**config.mk**
```make
export PLATFORM = sky130hd
export DESIGN_NAME = rca_seq_adder_ctrl_flat
export DESIGN_NICKNAME = d
export VERILOG_FILES = /design/src/rtl/rca_pkg.sv /design/src/rtl/rca_seq_adder_ctrl_if.sv /design/src/rtl/rca.sv /design/src/rtl/rca_seq_adder_ctrl.sv /design/src/flat_wrapper.sv
export SDC_FILE = /design/constraint.sdc
export NUM_CORES = 1
export LEC_CHECK = 0
export CORE_MARGIN = 5
export CORE_UTILIZATION = 30
export CTS_BUF_LIST = sky130_fd_sc_hd__clkbuf_4
export CTS_CLUSTER_SIZE = 28
export DETAILED_ROUTE_END_ITERATION = 10
export SLEW_MARGIN = 0
export SYNTH_ARGS = -nofsm -noshare
export SYNTH_HDL_FRONTEND = slang
export SYNTH_SLANG_ARGS = --single-unit
```
**constraint.sdc**
```tcl
create_clock -name clk -period 1.97 [get_ports clk]
set_input_delay 0.394 -clock clk [delete_from_list [all_inputs] [get_ports clk]]
set_output_delay 0.394 -clock clk [all_outputs]
set_load 0.03 [all_outputs]
```
**src/rtl/rca_pkg.sv**
```systemverilog
// Shared slice width and sequencer state encoding for the nibble-serial adder.
package rca_pkg;
  localparam int RCA_W = 4;

  typedef enum logic [1:0] {
    IDLE = 2'd0,
    RUN  = 2'd1,
    DONE = 2'd2
  } state_t;
endpackage

```
**src/rtl/rca_seq_adder_ctrl_if.sv**
```systemverilog
// Requester-side bundle: start/done handshake, operands in, result out.
interface rca_seq_adder_ctrl_if #(
  parameter int NIBBLES = 4
);
  localparam int W = 4 * NIBBLES;

  logic         start;
  logic         sub;
  logic [W-1:0] a;
  logic [W-1:0] b;
  logic         cin;
  logic         ready;
  logic         busy;
  logic         done;
  logic [W-1:0] sum;
  logic         cout;

  modport master (
    output start, sub, a, b, cin,
    input  ready, busy, done, sum, cout
  );

  modport slave (
    input  start, sub, a, b, cin,
    output ready, busy, done, sum, cout
  );
endinterface

```
**src/rtl/rca.sv**
```systemverilog
// Combinational ripple-carry adder slice; zero latency, no flow control.
import rca_pkg::*;

module rca #(
  parameter int W = RCA_W
) (
  input  logic [W-1:0] i0,
  input  logic [W-1:0] i1,
  input  logic         cin,
  output logic [W-1:0] o,
  output logic         cout
);
  logic [W:0] c;

  assign c[0] = cin;

  for (genvar i = 0; i < W; i++) begin : g_fa
    assign o[i]   = i0[i] ^ i1[i] ^ c[i];
    assign c[i+1] = (i0[i] & i1[i]) | (c[i] & (i0[i] ^ i1[i]));
  end

  assign cout = c[W];
endmodule

```
**src/rtl/rca_seq_adder_ctrl.sv**
```systemverilog
// Wide add/sub by reusing one 4-bit rca, one nibble per cycle LSB first; done NIBBLES cycles
// after accept. start is taken only while ready (IDLE/DONE) and ignored while busy.
import rca_pkg::*;

module rca_seq_adder_ctrl #(
  parameter int NIBBLES = 4
) (
  input  logic                 clk,
  input  logic                 reset,
  rca_seq_adder_ctrl_if.slave  bus
);
  localparam int W  = RCA_W * NIBBLES;
  localparam int CW = $clog2(NIBBLES);

  state_t            state;
  state_t            next_state;
  logic [CW-1:0]     count;
  logic [W-1:0]      a_q;
  logic [W-1:0]      b_q;
  logic              carry_q;
  logic [W-1:0]      sum_q;
  logic              cout_q;
  logic              done_q;
  logic              accept;
  logic              last;
  logic [RCA_W-1:0]  rca_o;
  logic              rca_cout;

  assign accept = (state != RUN) && bus.start;
  assign last   = (count == CW'(NIBBLES - 1));

  rca #(.W(RCA_W)) u_rca (
    .i0   (a_q[RCA_W-1:0]),
    .i1   (b_q[RCA_W-1:0]),
    .cin  (carry_q),
    .o    (rca_o),
    .cout (rca_cout)
  );

  always_ff @(posedge clk or negedge reset) begin
    if (!reset) state <= IDLE;
    else        state <= next_state;
  end

  always_comb begin
    next_state = state;
    case (state)
      IDLE:    if (bus.start) next_state = RUN;
      RUN:     if (last)      next_state = DONE;
      DONE:    next_state = bus.start ? RUN : IDLE;
      default: next_state = IDLE;
    endcase
  end

  // Subtraction is folded into the operand load: invert b and force carry-in.
  always_ff @(posedge clk or negedge reset) begin
    if (!reset) begin
      count   <= '0;
      a_q     <= '0;
      b_q     <= '0;
      carry_q <= 1'b0;
      sum_q   <= '0;
      cout_q  <= 1'b0;
      done_q  <= 1'b0;
    end else begin
      done_q <= (state == RUN) && last;
      if (accept) begin
        a_q     <= bus.a;
        b_q     <= bus.sub ? ~bus.b : bus.b;
        carry_q <= bus.sub ? 1'b1 : bus.cin;
        count   <= '0;
      end else if (state == RUN) begin
        sum_q   <= {rca_o, sum_q[W-1:RCA_W]};
        a_q     <= {RCA_W'(0), a_q[W-1:RCA_W]};
        b_q     <= {RCA_W'(0), b_q[W-1:RCA_W]};
        carry_q <= rca_cout;
        count   <= count + CW'(1);
        if (last) cout_q <= rca_cout;
      end
    end
  end

  assign bus.ready = (state != RUN);
  assign bus.busy  = (state == RUN);
  assign bus.done  = done_q;
  assign bus.sum   = sum_q;
  assign bus.cout  = cout_q;
endmodule

```
**src/flat_wrapper.sv**
```systemverilog
// flat-port wrapper written by rule: the top's interface ports become plain ports
module rca_seq_adder_ctrl_flat 
#(
  parameter int NIBBLES = 4
)
  (clk, reset, bus_start, bus_sub, bus_a, bus_b, bus_cin, bus_ready, bus_busy, bus_done, bus_sum, bus_cout);
  rca_seq_adder_ctrl_if #(.NIBBLES(NIBBLES)) bus_i ();
  input  logic clk;
  input  logic reset;
  input wire logic [$bits(bus_i.start)-1:0] bus_start;
  input wire logic [$bits(bus_i.sub)-1:0] bus_sub;
  input wire logic [$bits(bus_i.a)-1:0] bus_a;
  input wire logic [$bits(bus_i.b)-1:0] bus_b;
  input wire logic [$bits(bus_i.cin)-1:0] bus_cin;
  output wire logic [$bits(bus_i.ready)-1:0] bus_ready;
  output wire logic [$bits(bus_i.busy)-1:0] bus_busy;
  output wire logic [$bits(bus_i.done)-1:0] bus_done;
  output wire logic [$bits(bus_i.sum)-1:0] bus_sum;
  output wire logic [$bits(bus_i.cout)-1:0] bus_cout;
  assign bus_i.start = bus_start;
  assign bus_i.sub = bus_sub;
  assign bus_i.a = bus_a;
  assign bus_i.b = bus_b;
  assign bus_i.cin = bus_cin;
  assign bus_ready = bus_i.ready;
  assign bus_busy = bus_i.busy;
  assign bus_done = bus_i.done;
  assign bus_sum = bus_i.sum;
  assign bus_cout = bus_i.cout;
  rca_seq_adder_ctrl #(.NIBBLES(NIBBLES)) u_core (.clk(clk), .reset(reset), .bus(bus_i));
endmodule
```
==> run_results.csv <==
group,metric,value,unit
placed_design,routabilityCongestion,0.807,
layout,postLayoutCoreUtil,0.394,
critical_path,worstPathArrival,2370,ps
grt,overflow,0,
critical_path,crit_chain,"fa_2 > inv_2 > fa_1 > inv_1 > fa_2 > inv_2 > fa_1 > o21ai_1",
floorplanning,rows,33,
outcome,violations,"negative setup slack",
grt,antenna_found_initial,0,
clock_network,clk_pin_slew_worst_paths,160,ps
critical_path,rr_worst_depth,8,
sta,setup_slack,-90.9,ps
power_and_ir_drop,p_sw_frac,0.422,
sta,max_clock_freq,485,MHz
job,maxCapViolCount,0,
detailed_routing,drt_first_pass_iters,4,
layout,drive_gt1_frac,0.0817,
power_and_ir_drop,seqPwrFrac,0.422,
sta,hold_violations,0,
sta,setup_viol,1,
logic_synthesis,synth-edff-count,0,
critical_path,slowest_stage,"dfrtp_1",
detailed_routing,viasPerCell,4.40,
detailed_routing,drt_wl_total,5.18,mm
detailed_routing,wl_per_cell,12.6,µm
critical_path,reg2reg_to,"u_core.bus.sum[15]$_DFFE_PN0P_",
power_and_ir_drop,peakVddDrop,0.000542,V
detailed_routing,drtAntennaViolNets,0,
sta,relSlewSlack,0.756,
floorplanning,die_w,102,µm
detailed_routing,num_vias,1808,
outcome,run_status,"finished, violations left",
grt,grtUsageTotal,0.104,
logic_synthesis,synth_warnings,0,
layout,syn2layout_area_growth,27.4,%
layout,final_common_cell,"nand2_1",
detailed_routing,drt-initial-drc-count,48,
critical_path,cp-end-kind,"register",
logic_synthesis,yosysSeqAreaShare,0.538,
sta,timing.final.crit_share,1.05,
power_and_ir_drop,p_total,4.48,mW
detailed_routing,drc,0,
floorplanning,die_height,102,µm
power_and_ir_drop,comb_power_share,0.474,
logic_synthesis,postSynthCellCount,249,
critical_path,worstSetupStartpointType,"register",
placed_design,dp_cells,404,
critical_path,max_stage_delay,430,ps
floorplanning,num_io_pins,57,
critical_path,r2r_slack,-90,ps
layout,finalNetCount,348,
clock_network,ctsHoldBuffers,0,
power_and_ir_drop,powerDensity,1380,nW/µm²
clock_network,cts_setup_buffers,0,
layout,final_cell_count_no_fill,411,
sta,fin_skew,14.3,ps
clock_network,htreeDepth,2,
power_and_ir_drop,switchingPower,1.89,mW
logic_synthesis,synth-async-reset-ratio,1.00,
logic_synthesis,syn-num-nets,291,
power_and_ir_drop,p_leak,1.53,nW
clock_network,cts_buffers,5,
critical_path,critical_path_class,"register to register",
sta,fin_crit,2060,ps
clock_network,clockBufferDepth,2,
critical_path,path_max_fanout,2,
clock_network,clock_latency,370,ps
logic_synthesis,syn_area_per_cell,10.3,µm²
clock_network,cts_tree,"built",
sta,rsz0062_at_grt,"yes",
logic_synthesis,synth.area.top_cells,"dfrtp_1 54%, mux2i_1 11%, nand2_1 10%",
logic_synthesis,synth_area_leader_cell,"dfrtp_1",
clock_network,cts-root-buf,"clkbuf_4",
placed_design,dp_hpwl,3.89,mm
placed_design,dp_slack,-127,ps
layout,diodes,0,
layout,most-common-layout-cells,"70 x nand2_1, 55 x dfrtp_1, 52 x clkdlybuf4s50_1, 29 x mux2i_1, 25 x o21ai_0",
power_and_ir_drop,clockPowerShare,0.103,
critical_path,cp_data_required_time,2280,ps
clock_network,clock-sinks,55,
hold_path,hold_path_class,"primary input to async pin",
grt,grt_pass1_wl,8.59,mm
sta,worst_pin_slew,366,ps
floorplanning,coreArea,8260,µm²
floorplanning,dieArea,10500,µm²
floorplanning,start_util,0.310,
logic_synthesis,yosys.area.top_type_share,0.538,
grt,first_global_vias,1737,
logic_synthesis,ys_types,23,
critical_path,rr_startpoint,"u_core.carry_q$_DFFE_PN0P_",
grt,grt_max_degree,35,
logic_synthesis,netlist_area,2560,µm²
logic_synthesis,ys_ff_latch,55,
placed_design,port-buffer-count,56,
power_and_ir_drop,p_int,2.59,mW
sta,maxSlewViolCount,0,
logic_synthesis,synthFlopType,"dfrtp_1",
## worst max-delay path by stage
stage                                    start                             end  slack, ps  cells after the start
global route        u_core.carry_q$_DFFE_PN0P_  u_core.bus.sum[15]$_DFFE_PN0P_       -210                      8
floorplan           u_core.carry_q$_DFFE_PN0P_  u_core.bus.sum[15]$_DFFE_PN0P_        -10                      8
detailed placement  u_core.carry_q$_DFFE_PN0P_  u_core.bus.sum[15]$_DFFE_PN0P_       -130                      8
global placement    u_core.carry_q$_DFFE_PN0P_  u_core.bus.sum[15]$_DFFE_PN0P_        -60                      8
CTS                 u_core.carry_q$_DFFE_PN0P_  u_core.bus.sum[15]$_DFFE_PN0P_        -90                      8
finish              u_core.carry_q$_DFFE_PN0P_  u_core.bus.sum[15]$_DFFE_PN0P_        -90                      8
## cells by family after synthesis
logic type / Yosys count / share of synthesized area
simple gates: 79 / 0.120
flops: 55 / 0.538
compound gates: 39 / 0.0773
mux: 29 / 0.114
buf+inv: 26 / 0.0597
xor+xnor: 16 / 0.0548
fa+ha+maj: 5 / 0.0362
## cells in the mapped netlist (3+ instances only)
cell type and count:
nor2_1 4, xor2_1 12, xnor2_1 4, fa_1 4
inv_1 9, mux2i_1 29, nand2_1 70, dfrtp_1 55
buf_4 3, buf_2 9, o21ai_0 26, a21oi_1 4
o21ai_1 7
## layout make-up
type | count | area [µm²]
fill | 849 | 5000
timing repair buffer | 66 | 633
clock buffer | 5 | 37.5
clock inverter | 2 | 8.76
tap | 105 | 131
multi-input combinational | 168 | 1030
sequential | 55 | 1380
inverter | 10 | 37.5
## worst max-delay path, delay by kind of cell, from the launching register on
family,cells,cell delay (ps)
flops,1,430
compound gates,1,120
fa+ha+maj,4,1280
buf+inv,3,180
## registers in the layout (all words and copies together), names as in the netlist
register and flops:
u_core.a_q 16, u_core.b_q 16, u_core.bus.sum 16, u_core.count 2
u_core.state 2, u_core.bus.cout 1, u_core.bus.done 1, u_core.carry_q 1
## timing repair
action                                 4_1_cts  5_1_grt
setup endpoints to repair                    1        3
endpoints found under the hold margin        0        0
resized for setup                            3        0
## layer usage
layer	track usage	up-vias	part of all wire	wire, µm
li1	-	912	-	-
met1	0.145	843	0.48	2510
met2	0.158	46	0.44	2270
met3	0.0287	7	0.062	320
met4	0.0303	0	0.015	80
met5	0	-	0	0
## power by group through the flow
stage               combinational [mW]  sequential (mW)  clock (mW)
finish                            2.13             1.89       0.463
global route                      2.39             1.97       0.537
CTS                               2.16             1.90       0.487
detailed placement                2.15             1.93           0
global placement                  2.10             1.91           0
floorplan                         1.12             2.18           0
## through the flow
stage               cell area (µm²)  hold WS (ps)  setup TNS [ps]
floorplan                      2560          98.4           -12.7
global placement               3210           425           -64.2
detailed placement             3210           424            -127
CTS                            3260          1.52           -94.1
global route                   3260          10.8            -387
finish                         3260          6.48           -90.9
Power figures use the tool's default switching activity.
